==> src/rtl/noc_cfg_pkg.sv <==
// Shared types for the NoC configuration sequencer: word/id widths, the
// dispatcher state enum and the queued request layout.
package noc_cfg_pkg;

  localparam int CFG_W  = 11;
  localparam int N_PROC = 4;
  localparam int PID_W  = 2;
  localparam int REQ_W  = PID_W + CFG_W;

  typedef enum logic [1:0] {
    ST_IDLE  = 2'd0,
    ST_WAIT  = 2'd1,
    ST_DRIVE = 2'd2,
    ST_HOLD  = 2'd3
  } state_e;

  typedef struct packed {
    logic [PID_W-1:0] dest;
    logic [CFG_W-1:0] cfg;
  } req_t;

endpackage

==> src/rtl/noc_cfg_fifo.sv <==
// Small synchronous request FIFO; pointers wrap modulo DEPTH and a separate
// occupancy count distinguishes full from empty.
module noc_cfg_fifo #(
  parameter int DEPTH = 4,
  parameter int W     = 13
) (
  input  logic         clock,
  input  logic         reset,
  input  logic         push,
  input  logic         pop,
  input  logic [W-1:0] din,
  output logic         full,
  output logic         empty,
  output logic [W-1:0] head
);

  localparam int AW = $clog2(DEPTH);
  localparam logic [AW:0] FULL_CNT = (AW+1)'(DEPTH);

  logic [W-1:0]  r_mem [DEPTH];
  logic [AW-1:0] r_wr;
  logic [AW-1:0] r_rd;
  logic [AW:0]   r_cnt;
  logic          w_push_en;
  logic          w_pop_en;

  assign full      = (r_cnt == FULL_CNT);
  assign empty     = (r_cnt == '0);
  assign head      = r_mem[r_rd];
  assign w_push_en = push && !full;
  assign w_pop_en  = pop && !empty;

  always_ff @(posedge clock or negedge reset) begin
    if (!reset) begin
      r_wr  <= '0;
      r_rd  <= '0;
      r_cnt <= '0;
    end else begin
      if (w_push_en) r_wr <= r_wr + 1'b1;
      if (w_pop_en)  r_rd <= r_rd + 1'b1;
      case ({w_push_en, w_pop_en})
        2'b10:   r_cnt <= r_cnt + 1'b1;
        2'b01:   r_cnt <= r_cnt - 1'b1;
        default: r_cnt <= r_cnt;
      endcase
    end
  end

  // Storage is never observed while empty, so it needs no reset.
  always_ff @(posedge clock) begin
    if (w_push_en) r_mem[r_wr] <= din;
  end

endmodule

==> src/rtl/noc_config_sequencer.sv <==
// Queues host configuration requests and delivers each word to its target
// mesh processor once that processor reports ready, one delivery at a time.
module noc_config_sequencer
  import noc_cfg_pkg::*;
#(
  parameter int FIFO_DEPTH  = 4,
  parameter int HOLD_CYCLES = 3,
  parameter int TIMEOUT     = 64
) (
  input  logic              clock,
  input  logic              reset,
  input  logic              req_valid,
  output logic              req_ready,
  input  logic [PID_W-1:0]  req_dest,
  input  logic [CFG_W-1:0]  req_cfg,
  input  logic [N_PROC-1:0] processor_ready_signals,
  output logic [CFG_W-1:0]  p0_configure,
  output logic [CFG_W-1:0]  p1_configure,
  output logic [CFG_W-1:0]  p2_configure,
  output logic [CFG_W-1:0]  p3_configure,
  output logic [N_PROC-1:0] cfg_strobe,
  output logic              busy,
  output logic [7:0]        err_count
);

  localparam int TMR_W = $clog2(TIMEOUT + 1);
  localparam int HLD_W = $clog2(HOLD_CYCLES + 1);

  state_e            r_state;
  logic [TMR_W-1:0]  r_timer;
  logic [HLD_W-1:0]  r_hold;
  logic [N_PROC-1:0] r_strobe;
  logic [7:0]        r_err;
  logic [CFG_W-1:0]  r_cfg [N_PROC];
  req_t              r_cur;

  req_t              w_din;
  req_t              w_head;
  logic              w_full;
  logic              w_empty;
  logic              w_pop;

  assign w_din     = '{dest: req_dest, cfg: req_cfg};
  assign w_pop     = (r_state == ST_IDLE) && !w_empty;
  assign req_ready = !w_full;
  assign busy      = (r_state != ST_IDLE) || !w_empty;

  assign p0_configure = r_cfg[0];
  assign p1_configure = r_cfg[1];
  assign p2_configure = r_cfg[2];
  assign p3_configure = r_cfg[3];
  assign cfg_strobe   = r_strobe;
  assign err_count    = r_err;

  noc_cfg_fifo #(
    .DEPTH (FIFO_DEPTH),
    .W     (REQ_W)
  ) u_fifo (
    .clock (clock),
    .reset (reset),
    .push  (req_valid),
    .pop   (w_pop),
    .din   (w_din),
    .full  (w_full),
    .empty (w_empty),
    .head  (w_head)
  );

  always_ff @(posedge clock) begin
    if (w_pop) r_cur <= w_head;
  end

  always_ff @(posedge clock or negedge reset) begin
    if (!reset) begin
      r_state  <= ST_IDLE;
      r_timer  <= '0;
      r_hold   <= '0;
      r_strobe <= '0;
      r_err    <= '0;
      for (int i = 0; i < N_PROC; i++) r_cfg[i] <= '0;
    end else begin
      case (r_state)
        ST_IDLE: begin
          if (!w_empty) begin
            r_timer <= '0;
            r_state <= ST_WAIT;
          end
        end
        ST_WAIT: begin
          if (processor_ready_signals[r_cur.dest]) begin
            r_cfg[r_cur.dest] <= r_cur.cfg;
            r_strobe          <= N_PROC'(1) << r_cur.dest;
            r_state           <= ST_DRIVE;
          end else if (r_timer == TMR_W'(TIMEOUT - 1)) begin
            // Target never became ready: drop the request, outputs untouched.
            if (r_err != 8'hFF) r_err <= r_err + 8'd1;
            r_state <= ST_IDLE;
          end else begin
            r_timer <= r_timer + 1'b1;
          end
        end
        ST_DRIVE: begin
          r_strobe <= '0;
          r_hold   <= '0;
          r_state  <= ST_HOLD;
        end
        ST_HOLD: begin
          if (r_hold == HLD_W'(HOLD_CYCLES - 1)) r_state <= ST_IDLE;
          else                                   r_hold  <= r_hold + 1'b1;
        end
        default: r_state <= ST_IDLE;
      endcase
    end
  end

endmodule

==> config.mk <==
export PLATFORM = sky130hd
export DESIGN_NAME = noc_config_sequencer
export DESIGN_NICKNAME = d
export VERILOG_FILES = /design/src/rtl/noc_cfg_pkg.sv /design/src/rtl/noc_cfg_fifo.sv /design/src/rtl/noc_config_sequencer.sv
export SDC_FILE = /design/constraint.sdc
export NUM_CORES = 1
export LEC_CHECK = 0
export BUFFER_PORTS_ARGS = -buffer_cell sky130_fd_sc_hd__buf_4
export CAP_MARGIN = 5
export CORE_MARGIN = 1
export CORE_UTILIZATION = 51
export CTS_CLUSTER_DIAMETER = 80
export DETAILED_ROUTE_END_ITERATION = 8
export GPL_TIMING_DRIVEN = 0
export PLACE_DENSITY = 0.76
export SYNTH_ARGS = -nofsm -noshare
export SYNTH_HDL_FRONTEND = slang
export SYNTH_SLANG_ARGS = --single-unit
==> constraint.sdc <==
create_clock -name clock -period 2.2 [get_ports clock]
set_input_delay 0 -clock clock [delete_from_list [all_inputs] [get_ports clock]]
set_output_delay 0 -clock clock [all_outputs]
set_load 0.005 [all_outputs]
; ---- Word-level counts from Yosys, hierarchy flattened
; Memories as Yosys holds them, arrays and structs flattened. A register that Yosys moved wholly into a read port is not among the register bits.
; Cells that the tools add are included.
[totals]
reg_bits = 74
mem_bits_rw = 52
output_inout_bits = 58
elab_cells = 83
mem_count = 1
[memory_table]
columns = memory, words, width, read_ports, rd_clocked_by_memory_dff, wr, line
row1 = u_fifo.r_mem, 4, 13, 1, 1, 1, noc_cfg_fifo.sv:20  ; logic [W-1:0] r_mem [DEPTH];
[op_classes]
n_addsub = 7
n_lt_le_gt_ge = 3
eq_ne = 16
n_shift = 1
muxes = 21
bitwise = 2
n_reduce_logical = 20
[op_table]
columns = cell, n
row1 = $bwmux W44, 1
row2 = $demux W11 S2, 1
row3 = $mux W7, 3
row4 = $pmux W7 S2, 1
row5 = $ne A2 B2 Y1 const B, 6
row6 = $mux W11, 1
row7 = $mux W2, 5
row8 = $reduce_bool A2 Y1, 5
row9 = $add A8 B1 Y8 const B, 1
row10 = $eq A2 B2 Y1 const B, 4
row11 = $ne A8 B8 Y1 const B, 1
row12 = $pmux W2 S4, 1
row13 = $pmux W4 S2, 1
row14 = $reduce_and A4 Y1, 2
row15 = $add A7 B1 Y7 const B, 1
row16 = $eq A7 B6 Y1 const B, 1
row17 = $add A2 B1 Y2 const B, 3
row18 = $pmux W3 S2, 1
row19 = $reduce_and A2 Y1, 3
row20 = $eq A2 B1 Y1 const B, 2
row21 = $logic_and A1 B1 Y1, 4
row22 = $mux W4, 1
row23 = $pmux W2 S2, 1
row24 = $shl A1 B2 Y4 const A, 1
row25 = other kinds (16), 19

; ---- Depth between registers and ports, before layout
[depth]
ltp_word = 6
mapped_depth = 10
mapped_depth_nobuf = 10

; ---- Cells and area by module
; From an unflattened synthesis, not the netlist that was laid out.
[unflattened]
cells_unflattened = 319
hier_area_um2 = 5505.3
[modules_own_cells]
columns = module, n_inst, cells_each, area_each_um2, seq_area_each_um2
row1 = noc_config_sequencer, 1, 214, 3170.5, 2067.0
row2 = noc_cfg_fifo, 1, 105, 2334.7, 1736.7

; ---- Least setup slack after synthesis
; Ideal clock, no wire load.
[synth_path]
path_kind = flip-flop to flip-flop
from = reg (tool-made name)
to = reg u_fifo.r_cnt[2]
setup_time_ns = 0.079
arrival_ns = 2.287
required_time_ns = 2.121
setup_slack_ns = -0.167
stages_incl_launch_ff = 11
path_buffers = 1
synth_period_minus_slack_ns = 2.367
cell_sequence = dfrtp_1 > buf_2 > nor2_1 > nand2b_1 > inv_1 > ha_1 > inv_1 > fa_1 > xor2_1 > nor2_1 > xor2_1
[synth_lines]
columns = item, line
row1 = end signal: assignment, noc_cfg_fifo.sv:42  ; 2'b10: r_cnt <= r_cnt + 1'b1;
row2 = end signal: assignment, noc_cfg_fifo.sv:43  ; 2'b01: r_cnt <= r_cnt - 1'b1;
row3 = end signal: assignment, noc_cfg_fifo.sv:44  ; default: r_cnt <= r_cnt;
row4 = end: declaration, noc_cfg_fifo.sv:23  ; logic [AW:0] r_cnt;

==> metrics.md <==
| Metric | Value |
|---|---|
| Area after DPL | `0.00624 mm^2` |
| Starting DRT DRC Count | `roughly 110` |
| Synthesis-to-layout area growth | `28.8%` |
| Startpoint types | `flip-flop` |
| WP data arrival | `about 2500 ps` |
| Total gr overflow | `0` |
| Critical Path Stages | `10` |
| HPWL after detailed placement | `6.62 mm` |
| Top FF cell, synth | `dfrtp_1` |
| Slew Limit Headroom | `39.1%` |
| Main combinational cell family by area after synthesis | `multiplexers` |
| Sink Count | `139` |
| Hold/Removal Path Class | `in -> reg` |
| Vias per cell | `5.21` |
| Die Width | `106 um` |
| Post-Syn Area | `0.00547 mm^2` |
| Hold_sp | `processor_ready_signals[2]` |
| Gr usage total | `20.3%` |
| First-pass GRT wire length | `16.8 mm` |
| Commonest non-fill, non-tap cells in the layout | `buf_4 (81), dfrtp_1 (74), edfxtp_1 (65)` |
| Fmax | `around 490 MHz` |
| Initial antenna violation count | `0` |
| Final worst slack | `144 ps` |
| Post-synthesis xor/xnor area fraction | `between 2 and 3%` |
| Router iterations before antenna repair | `4` |
| Cell Pwr Density | `1360 mW/mm^2` |
| Netlist cell types | `39` |
| Final net count | `472` |
| Post-synth EDFFs | `65` |
| Tmin final | `roughly 2100 ps` |
| R2r worst-path depth | `10` |
| #FFs+latches synth | `between 100 and 150` |
| Port bufs | `77` |
| Final setup viols | `0` |
| Die height | `106 um` |
| Design area | `0.00705 mm^2` |
| Die ar. | `0.0111 mm^2` |
| CP Buf/Inv Count | `3` |
| I/O pins | `78` |
| Leakage | `2.99 nW` |
| Clk_lat worst skew | `510 ps` |
| Vias in the first global route | `3207` |
| Async set-reset flop share out of synthesis | `roughly 53%` |
| Antenna Cells | `0` |
| Compound-Gate Fraction of Synth Area | `under 10%` |
| Row cnt | `37` |
| Final wirelength | `around 10 mm` |
| Routability Congestion | `0.733` |
| Pin count of the biggest net entering global routing | `75` |
| Ys Warns | `0` |
| P_sw | `2.72 mW` |
| R2r endpoint | `u_fifo.r_cnt[2]` |
| Sw frac | `between 20% and 30%` |
| Combinational share of power | `27.9%` |
| Average wire per standard cell | `17.1 um` |
| Post-synthesis mux area share | `15.6%` |
| Flop-to-flop setup slack | `140 ps` |
| Critical path endpoint category | `flip-flop` |
| Crit path kind | `reg -> reg` |
| Seq/Total Area, Yosys | `between 60% and 70%` |
| Post-synthesis adder-cell area fraction | `approximately 2.2%` |
| Internal power | `6.89 mW` |
| TritonCTS buffer count | `17` |
| Clock tree buffer depth | `2` |
| Cells along the critical path | `buf_2 > nor2_2 > nand2b_4 > clkinvlp_4 > ha_4 > inv_1 > fa_1 > xor2_1 > nor2_1 > xor2_1` |
| Setup Skew | `between 10 and 15 ps` |
| Maximum vdd drop | `between 600 and 700 uV` |
| Maxcap violations | `0` |
| Post-route ant nets | `0` |
| Avg Cell Area, Syn | `~17 um^2` |
| # H-tree levels | `4` |
| Drt drc | `0` |
| CP endpoint | `u_fifo.r_cnt[2]` |
| Worst path max stage delay | `420 ps` |
| Hold Fails Final Rpt | `0` |
| Initial Util | `between 50% and 60%` |
| Simple-gate share of the synthesized area | `around 6.1%` |
| Outcome | `finished, final reports clean` |
| RSZ-0062 raised after global routing | `false` |
| Syn nets | `between 300 and 400` |
| Pins over their slew limit | `0` |
| Commonest non-fill, non-tap cell in the layout | `buf_4` |
| Worst-margin pin slew | `913 ps` |
| Reg power frac | `43.0%` |
| CTS tree | `yes` |
| Syn Inst Count | `roughly 330` |
| Max FO, Critical Path | `10` |
| Share of cells above drive strength 1 | `42.3%` |
| CP dominant cell by count | `xor2_1` |
| Required @ worst endpoint | `between 2000 and 3000 ps` |
| Crit-path leading delay family | `adder cells` |
| Slowest cell on crit path | `fa_1` |
| Core Region | `0.0104 mm^2` |
| Via count | `3087` |
| Clock Power Share | `29.0%` |
| DP Worst Slack | `-408 ps` |
| Worst-path clk slew | `60 ps` |
| Final Cycle Share | `93.5%` |
| Clock root buffer | `clkbuf_8` |
[Yosys cell counts, types with 2 or more instances]
library cell / instances / area (um^2)
a21o_1: 4 / 30.0
a21oi_1: 3 / 15.0
and3_1: 4 / 25.0
buf_2: 6 / 30.0
dfrtp_1: 74 / 1850
edfxtp_1: 65 / 1950
ha_1: 8 / 100
inv_1: 13 / 48.8
mux2_2: 45 / 507
mux2i_1: 4 / 40.0
mux4_2: 13 / 293
nand2_1: 15 / 56.3
nand2b_1: 2 / 12.5
nand3_1: 8 / 40.0
nand3b_1: 2 / 15.0
nor2_1: 15 / 56.3
nor3_1: 5 / 25.0
o21ai_0: 4 / 20.0
o22ai_1: 2 / 12.5
xnor2_1: 9 / 78.8
xor2_1: 7 / 61.3
[stage by stage]
step / cells / utilization (%) / hold slack, ps / setup TNS, ps / power [mW]
after CTS: 590 / 67.6 / 8.41 / 0 / 9.65
final: 592 / 68.0 / 24.4 / 0 / 9.61
after global placement: 539 / 60.1 / 182 / -659 / 6.63
after global routing: 592 / 68.0 / 34.4 / 0 / 10.1
after floorplan: 326 / - / -296 / 0 / 5.55
after detailed placement: 539 / 60.1 / 192 / -780 / 6.80
[cell type report]
cell class	instances	area (um^2)
plain buffers	8	41.3
well taps	136	170
clock buffers	18	418
inverters	13	52.6
multi-input cells	166	1610
flip-flops and latches	139	3800
fillers	718	3320
clock inverters	14	170
repair buffers	98	781
[power groups by stage]
| stage | Combinational, mW | Clock [mW] | Sequential [mW] |
|---|---|---|---|
| 3_5_place_dp | 2.63 | 0 | 4.17 |
| 6_report | 2.68 | 2.79 | 4.14 |
| 3_3_place_gp | 2.53 | 0 | 4.11 |
| 2_1_floorplan | 1.47 | 0 | 4.07 |
| 5_1_grt | 2.92 | 2.98 | 4.24 |
| 4_1_cts | 2.68 | 2.84 | 4.13 |
[flip-flops by register name (all words and copies together), names as in the netlist, named ones only]
name	flops
u_fifo.r_wr	2
u_fifo.r_rd	2
u_fifo.r_cnt	3
err_count	8
p0_configure	11
p3_configure	11
r_state	1
p1_configure	11
u_fifo.r_mem	52
r_hold	2
cfg_strobe	4
p2_configure	11
r_timer	7
r_cur	13
[worst min path at each step]
stage               slack [ps]         endpoint  depth (start not counted)
CTS                          8  p2_configure[0]                          3
global placement           180  p3_configure[8]                          1
global route                30  p2_configure[0]                          3
floorplan                 -300        async pin                          0
detailed placement         190  p3_configure[8]                          1
finish                      20  p2_configure[0]                          3
[tightest hold or removal path: cells and delay by family]
family | cells | cell delay (ps)
buf+inv | 1 | 120
mux | 1 | 220
simple gates | 1 | 160
[layer usage]
metal | wire length (um) | track usage [%]
met5 | 0 | 0
met3 | 306 | 4.27
met1 | 4420 | 26.3
met4 | 170 | 9.13
met2 | 5240 | 33.4
[cell families after synthesis]
logic type | Yosys count
DFF | 139
and+or+nand+nor | 60
adders and majority gates | 9
muxes | 63
AOI/OAI and AO/OA | 18
buffers and inverters | 21
xor gates and xnor gates | 16
[what timing repair did]
item                                    4_1_cts  5_1_grt
hold endpoints to repair                    134        0
cloned                                        0        0
hold buffers                                 18        0
resized for setup                             0        6
endpoints found under the setup margin        3        2
buffers inserted                              1        2
(Power assumes the default switching activity.)
